File: config.mk
export PLATFORM = sky130hd
export DESIGN_NAME = ad7476a_emulator_flat
export DESIGN_NICKNAME = d
export VERILOG_FILES = /design/src/rtl/ad7476a_emulator_pkg.sv /design/src/rtl/ad7476a_emulator_if.sv /design/src/rtl/ad7476a_emulator_sync_edge_detect.sv /design/src/rtl/ad7476a_emulator.sv /design/src/flat_wrapper.sv
export SDC_FILE = /design/constraint.sdc
export NUM_CORES = 1
export LEC_CHECK = 0
export CAP_MARGIN = 5
export CORE_MARGIN = 4
export CORE_UTILIZATION = 50
export DETAILED_ROUTE_END_ITERATION = 8
export PLACE_DENSITY = 0.73
export SYNTH_ARGS = -nofsm -noshare
export SYNTH_HDL_FRONTEND = slang
export SYNTH_SLANG_ARGS = --single-unit
File: constraint.sdc
create_clock -name clk_i -period 2.4 [get_ports clk_i]
set_input_delay 0.48 -clock clk_i [delete_from_list [all_inputs] [get_ports clk_i]]
set_output_delay 0.48 -clock clk_i [all_outputs]
set_load 0.01 [all_outputs]
File: src/rtl/ad7476a_emulator_pkg.sv
// Shared constants for the AD7476A emulator and its matching SPI master.
// State encodings, frame width and the datasheet timing figures.
package ad7476a_emulator_pkg;

    typedef enum logic [1:0] {
        IDLE  = 2'd0,
        SHIFT = 2'd1,
        DONE  = 2'd2,
        QUIET = 2'd3
    } state_t;

    localparam int FRAME_BITS = 16;

    // AD7476A timing in ns, also used by the master to pace cs_n/sclk.
    localparam int T2_NS             = 10;
    localparam int T8_PLUS_TQUIET_NS = 86;

endpackage

File: src/rtl/ad7476a_emulator_if.sv
// Serial link between an AD7476A-style ADC and its master.
interface ad7476a_emulator_if;
    logic sclk;
    logic cs_n;
    logic sdata;
    logic sdata_oe;

    modport master (output sclk, output cs_n, input sdata, input sdata_oe);
    modport slave  (input sclk, input cs_n, output sdata, output sdata_oe);
endinterface

File: src/rtl/ad7476a_emulator_sync_edge_detect.sv
// Multi-flop synchroniser for an asynchronous input plus rise/fall pulses.
// Resets to 1 so idle-high SPI lines produce no spurious edge after reset.
module sync_edge_detect #(
    parameter int STAGES = 2
) (
    input  logic clk_i,
    input  logic rst_i,
    input  logic d_i,
    output logic rise_o,
    output logic fall_o
);

    logic [STAGES-1:0] sync_q;
    logic              prev_q;

    always_ff @(posedge clk_i or posedge rst_i) begin
        if (rst_i) begin
            sync_q <= '1;
            prev_q <= 1'b1;
        end else begin
            sync_q <= {sync_q[STAGES-2:0], d_i};
            prev_q <= sync_q[STAGES-1];
        end
    end

    assign rise_o = sync_q[STAGES-1] & ~prev_q;
    assign fall_o = ~sync_q[STAGES-1] & prev_q;

endmodule

File: src/rtl/ad7476a_emulator.sv
// AD7476A serial-output responder: captures sample_i on cs_n fall and shifts
// out LEAD_ZEROS zeros then the sample, MSB first, on synced sclk falls.
module ad7476a_emulator
    import ad7476a_emulator_pkg::*;
#(
    parameter int SYNC_STAGES  = 2,
    parameter int QUIET_CYCLES = 9,
    parameter int LEAD_ZEROS   = 4,
    parameter int DATA_BITS    = 12
) (
    input  logic                 clk_i,
    input  logic                 rst_i,
    input  logic [DATA_BITS-1:0] sample_i,
    ad7476a_emulator_if.slave    spi,
    output logic                 conv_start_o,
    output logic                 conv_done_o,
    output logic                 abort_o,
    output logic                 quiet_err_o
);

    localparam int FRAME = LEAD_ZEROS + DATA_BITS;

    state_t           state;
    logic [4:0]       cnt;
    logic [FRAME-1:0] sreg;
    logic [FRAME-1:0] frame_load;
    logic             sdata_q, oe_q;
    logic             sclk_fall, sclk_rise_unused;
    logic             cs_fall, cs_rise;
    logic             start;

    sync_edge_detect #(.STAGES(SYNC_STAGES)) u_sclk_sync (
        .clk_i (clk_i),
        .rst_i (rst_i),
        .d_i   (spi.sclk),
        .rise_o(sclk_rise_unused),
        .fall_o(sclk_fall)
    );

    sync_edge_detect #(.STAGES(SYNC_STAGES)) u_cs_sync (
        .clk_i (clk_i),
        .rst_i (rst_i),
        .d_i   (spi.cs_n),
        .rise_o(cs_rise),
        .fall_o(cs_fall)
    );

    assign frame_load = {{LEAD_ZEROS{1'b0}}, sample_i};
    // A restart during QUIET is still served; it only raises quiet_err_o.
    assign start      = cs_fall && (state == IDLE || state == QUIET);

    always_ff @(posedge clk_i or posedge rst_i) begin
        if (rst_i) begin
            state        <= IDLE;
            cnt          <= '0;
            sreg         <= '0;
            sdata_q      <= 1'b0;
            oe_q         <= 1'b0;
            conv_start_o <= 1'b0;
            conv_done_o  <= 1'b0;
            abort_o      <= 1'b0;
            quiet_err_o  <= 1'b0;
        end else begin
            conv_start_o <= 1'b0;
            conv_done_o  <= 1'b0;
            abort_o      <= 1'b0;
            quiet_err_o  <= 1'b0;
            if (start) begin
                quiet_err_o  <= (state == QUIET) && (cnt != 5'd0);
                conv_start_o <= 1'b1;
                sreg         <= frame_load;
                cnt          <= '0;
                oe_q         <= 1'b1;
                sdata_q      <= frame_load[FRAME-1];
                state        <= SHIFT;
            end else begin
                unique case (state)
                    IDLE: begin
                        oe_q    <= 1'b0;
                        sdata_q <= 1'b0;
                    end
                    SHIFT: begin
                        // cs_n edge wins over an sclk edge in the same cycle
                        if (cs_rise) begin
                            oe_q    <= 1'b0;
                            sdata_q <= 1'b0;
                            abort_o <= 1'b1;
                            cnt     <= 5'(QUIET_CYCLES);
                            state   <= QUIET;
                        end else if (sclk_fall) begin
                            sreg <= sreg << 1;
                            cnt  <= cnt + 5'd1;
                            if (cnt == 5'(FRAME - 1)) begin
                                oe_q        <= 1'b0;
                                sdata_q     <= 1'b0;
                                conv_done_o <= 1'b1;
                                state       <= DONE;
                            end else begin
                                sdata_q <= sreg[FRAME-2];
                            end
                        end
                    end
                    DONE: begin
                        if (cs_rise) begin
                            cnt   <= 5'(QUIET_CYCLES);
                            state <= QUIET;
                        end
                    end
                    QUIET: begin
                        if (cnt == 5'd0) state <= IDLE;
                        else             cnt   <= cnt - 5'd1;
                    end
                    default: state <= IDLE;
                endcase
            end
        end
    end

    assign spi.sdata    = sdata_q;
    assign spi.sdata_oe = oe_q;

endmodule

File: src/flat_wrapper.sv
// flat-port wrapper written by rule: the top's interface ports become plain ports
module ad7476a_emulator_flat import ad7476a_emulator_pkg::*;
#(
    parameter int SYNC_STAGES  = 2,
    parameter int QUIET_CYCLES = 9,
    parameter int LEAD_ZEROS   = 4,
    parameter int DATA_BITS    = 12
)
  (clk_i, rst_i, sample_i, conv_start_o, conv_done_o, abort_o, quiet_err_o, spi_sclk, spi_cs_n, spi_sdata, spi_sdata_oe);
  ad7476a_emulator_if spi_i ();
  input  logic clk_i;
  input  logic rst_i;
  input  logic [DATA_BITS-1:0] sample_i;
  output logic conv_start_o;
  output logic conv_done_o;
  output logic abort_o;
  output logic quiet_err_o;
  input wire logic [$bits(spi_i.sclk)-1:0] spi_sclk;
  input wire logic [$bits(spi_i.cs_n)-1:0] spi_cs_n;
  output wire logic [$bits(spi_i.sdata)-1:0] spi_sdata;
  output wire logic [$bits(spi_i.sdata_oe)-1:0] spi_sdata_oe;
  assign spi_i.sclk = spi_sclk;
  assign spi_i.cs_n = spi_cs_n;
  assign spi_sdata = spi_i.sdata;
  assign spi_sdata_oe = spi_i.sdata_oe;
  ad7476a_emulator #(.SYNC_STAGES(SYNC_STAGES), .QUIET_CYCLES(QUIET_CYCLES), .LEAD_ZEROS(LEAD_ZEROS), .DATA_BITS(DATA_BITS)) u_core (.clk_i(clk_i), .rst_i(rst_i), .sample_i(sample_i), .spi(spi_i), .conv_start_o(conv_start_o), .conv_done_o(conv_done_o), .abort_o(abort_o), .quiet_err_o(quiet_err_o));
endmodule
==> flow_summary_export.csv <==
group,metric,value,unit
outcome,status,"complete, no violations",
worst_setup_path,critical_path_class,"reg -> reg",
drt,avgViaCountPerCell,5.636,
synth,syn_inst,178,
worst_setup_path,worst-path-buf-inv,2,
global_route,grt_remaining_overflow,0,
worst_setup_path,slowest_stage,"dfrtp_1",
cts,clock_latency,0.34,ns
placed_design,gp_congestion,0.8872,
worst_setup_path,endpoint_kind,"flip-flop",
cts,htreeDepth,2,
die,coreArea,3390,µm²
global_route,grt_pass1_wl,6182,µm
synth,syn_area,1790,µm²
die,die-width,67.84,µm
synth,synth_enable_flop_cells,0,
synth,synth-main-ff-cell,"dfrtp_1",
sta,whs,0.3609,ns
flow_run,maxCapViolations,0,
worst_setup_path,path_cells,"inv_1 -> ha_1 -> or3b_4 -> clkinv_4 -> nor4b_4 -> a31oi_4 -> a41oi_1 -> o22a_1",
die,io_pins,22,
global_route,antenna_found_initial,0,
final_layout,nets,228,
synth,avgSynthCellArea,10.06,µm²
sta,grt_setup_unrepaired,"false",
sta,tns,0,ns
synth,async_flop_share,100.0,%
placed_design,post-place-cells,240,
synth,synth_simple_gate_area_share,20.82,%
synth,seq_area_frac_synth,47.94,%
drt,num_vias,1409,
worst_setup_path,crit_path_max_incr_delay,0.46,ns
cts,cts_sinks,34,
final_layout,multi_input_area,839.6,µm²
die,row_count,21,
drt,final_antenna_net_count,0,
final_layout,fillers,272,
cts,clock_path_buffers,2,
power,power_per_cell_area,1181,nW/µm²
worst_setup_path,crit_path_start_kind,"flip-flop",
cts,cts_tree,"done",
final_layout,diodes,0,
cts,cts-root-buf,"clkbuf_4",
synth,synth_fp_nets,203,
worst_setup_path,critPathTopFamily,"compound AO/OA/AOI/OAI gates",
sta,hold_violations,0,
die,die_h,67.84,µm
final_layout,layout-drive-gt1-share,13.73,%
die,start_util,52.82,%
synth,synth-compound-area-share,16.98,%
drt,drtIter0Drc,148,
global_route,grt_max_degree,23,
synth,synthAdderAreaFrac,6.289,%
sta,worstMarginPinSlew,0.6165,ns
final_layout,syn_to_final_growth,18.87,%
drt,drtPass1Iterations,4,
cts,cts-buffers-inserted,5,
worst_setup_path,crit_fanout,11,
synth,synth.distinct_cells,41,
worst_setup_path,required,2.63,ns
drt,drt_wl_total,3804,µm
sta,finalMaxSlewViolations,0,
sta,finClkSkew,0.004572,ns
synth,synth_top_family_by_area,"simple AND/OR/NAND/NOR gates",
min_path,hold_class,"reg -> reg",
final_layout,seqCellArea,859.6,µm²
placed_design,dp_hpwl,2745,µm
sta,fmax,452.7,MHz
power,vdd_drop_max,0.6367,mV
global_route,grt_usage,18.30,%
global_route,grt_pass1_vias,1385,
sta,fin_crit,2.209,ns
drt,drcViolationCount,0,
sta,relSlewSlack,58.90,%
sta,setup_violations,0,
die,die_area,4602,µm²
power,leakagePower,0.9211,nW
cts,clk_pin_slew,0.10,ns
drt,wl_per_cell,15.22,µm
placed_design,port_buffers,21,
worst_setup_path,critical_path_arrival,2.44,ns
synth,yosys_warnings,0,
synth,synthMuxAreaShare,2.027,%
final_layout,final_cells,250,
synth,ys_seq_elements,34,
sta,fin_crit_sh,92.04,%
synth,synthXorXnorAreaFrac,0,%
-- report_power, final --
group / switching [mW] / leakage, nW / internal [mW] / total (mW)
sequential: 0.154 / 0.397 / 0.754 / 0.908
combinational: 0.645 / 0.485 / 0.545 / 1.19
clock: 0.194 / 0.0395 / 0.221 / 0.415
total: 0.993 / 0.921 / 1.52 / 2.51
-- what timing repair did --
item / CTS / global route
hold buffers: 0 / 0
resized for setup: 0 / 3
endpoints found under the setup margin: 0 / 13
buffers inserted: 0 / 0
-- flip-flops by register name (all words and copies together), names as in the netlist, 2 cells and up --
signal,flops
u_core.sreg,15
u_core.state,2
u_core.u_cs_sync.sync_q,2
u_core.u_sclk_sync.sync_q,2
u_core.cnt,5
-- per-layer routing --
metal | share of wire [%] | track usage, % | up-vias
li1 | - | - | 674
met1 | 45 | 23.06 | 690
met2 | 48 | 29.53 | 38
met3 | 4.7 | 4.926 | 7
met4 | 1.6 | 7.940 | 0
met5 | 0 | 0 | -
-- Yosys cell counts, drive strengths merged (2+ instances only) --
cell type,n,area share (%)
dfrtp,28,39
nand2,28,5.9
nor2,17,4.0
a31oi,14,6.6
ha,9,6.3
o21ai,9,2.5
inv,8,1.7
buf,7,3.3
dfstp,6,8.8
and2,5,1.7
nand3,5,1.4
a22o,4,2.0
nand2b,4,1.4
o31ai,4,1.7
a21oi,3,0.84
nor3,3,0.84
and3,2,0.70
clkbuf,2,0.49
mux2,2,1.5
nand4,2,0.70
nor3b,2,0.84
-- placed cells by master (no fill, tap or decap), types with 2 or more instances in the layout --
cell,count
nor2_1,16
and2_1,5
ha_1,9
a31oi_1,12
a21oi_1,3
nor3b_1,2
o31ai_1,4
nor3_1,3
dfstp_2,6
buf_4,3
o21ai_0,9
clkbuf_4,5
clkdlybuf4s50_1,21
nand4_1,2
inv_1,8
nand2_1,28
dfrtp_1,27
a22o_1,4
nand3_1,5
clkbuf_1,2
nor2_4,2
and3_1,2
a31oi_4,2
nand2b_1,4
-- per-stage QoR --
stage	setup slack, ns	cell area (µm²)	power [mW]	util, %
global route	0.04833	2128	2.703	62.79
global placement	0.2028	2033	1.982	59.99
finish	0.1909	2128	2.513	62.79
floorplan	0.3095	1790	1.786	-
CTS	0.02588	2108	2.482	62.20
detailed placement	0.06320	2033	2.069	59.99
-- worst paths after layout --
check	from	endpoint	slack, ns	cells past startpoint
worst min register to register	u_core.u_cs_sync.sync_q[0]	u_core.u_cs_sync.sync_q[1]	0.36	0
min in group asynchronous	rst_i	u_core.cnt[1]	0.50	2
worst min-delay path	u_core.u_cs_sync.sync_q[0]	u_core.u_cs_sync.sync_q[1]	0.36	0
worst max-delay path	u_core.state[1]	u_core.state[0]	0.19	8
worst max register to register	u_core.state[1]	u_core.state[0]	0.19	8
max in group asynchronous	rst_i	u_core.spi.sdata_oe	1.39	3
-- cell families (layout without fill, tap and decap cells) --
group / Yosys count / count (layout)
muxes: 3 / 3
DFF: 34 / 34
buffers and inverters: 18 / 43
AOI/OAI and AO/OA: 41 / 41
and+or+nand+nor: 73 / 74
adders and majority gates: 9 / 9
-- final cells by class --
| class | instances | share of cell area [%] |
|---|---|---|
| clock inverters | 1 | 1.411 |
| repair inverters | 1 | 0.2352 |
| clock buffers | 7 | 2.116 |
| repair buffers | 25 | 11.88 |
| multi-input cells | 127 | 39.45 |
| inverters | 9 | 1.822 |
| well taps | 46 | 2.704 |
| flip-flops and latches | 34 | 40.39 |
(Power assumes the default switching activity.)
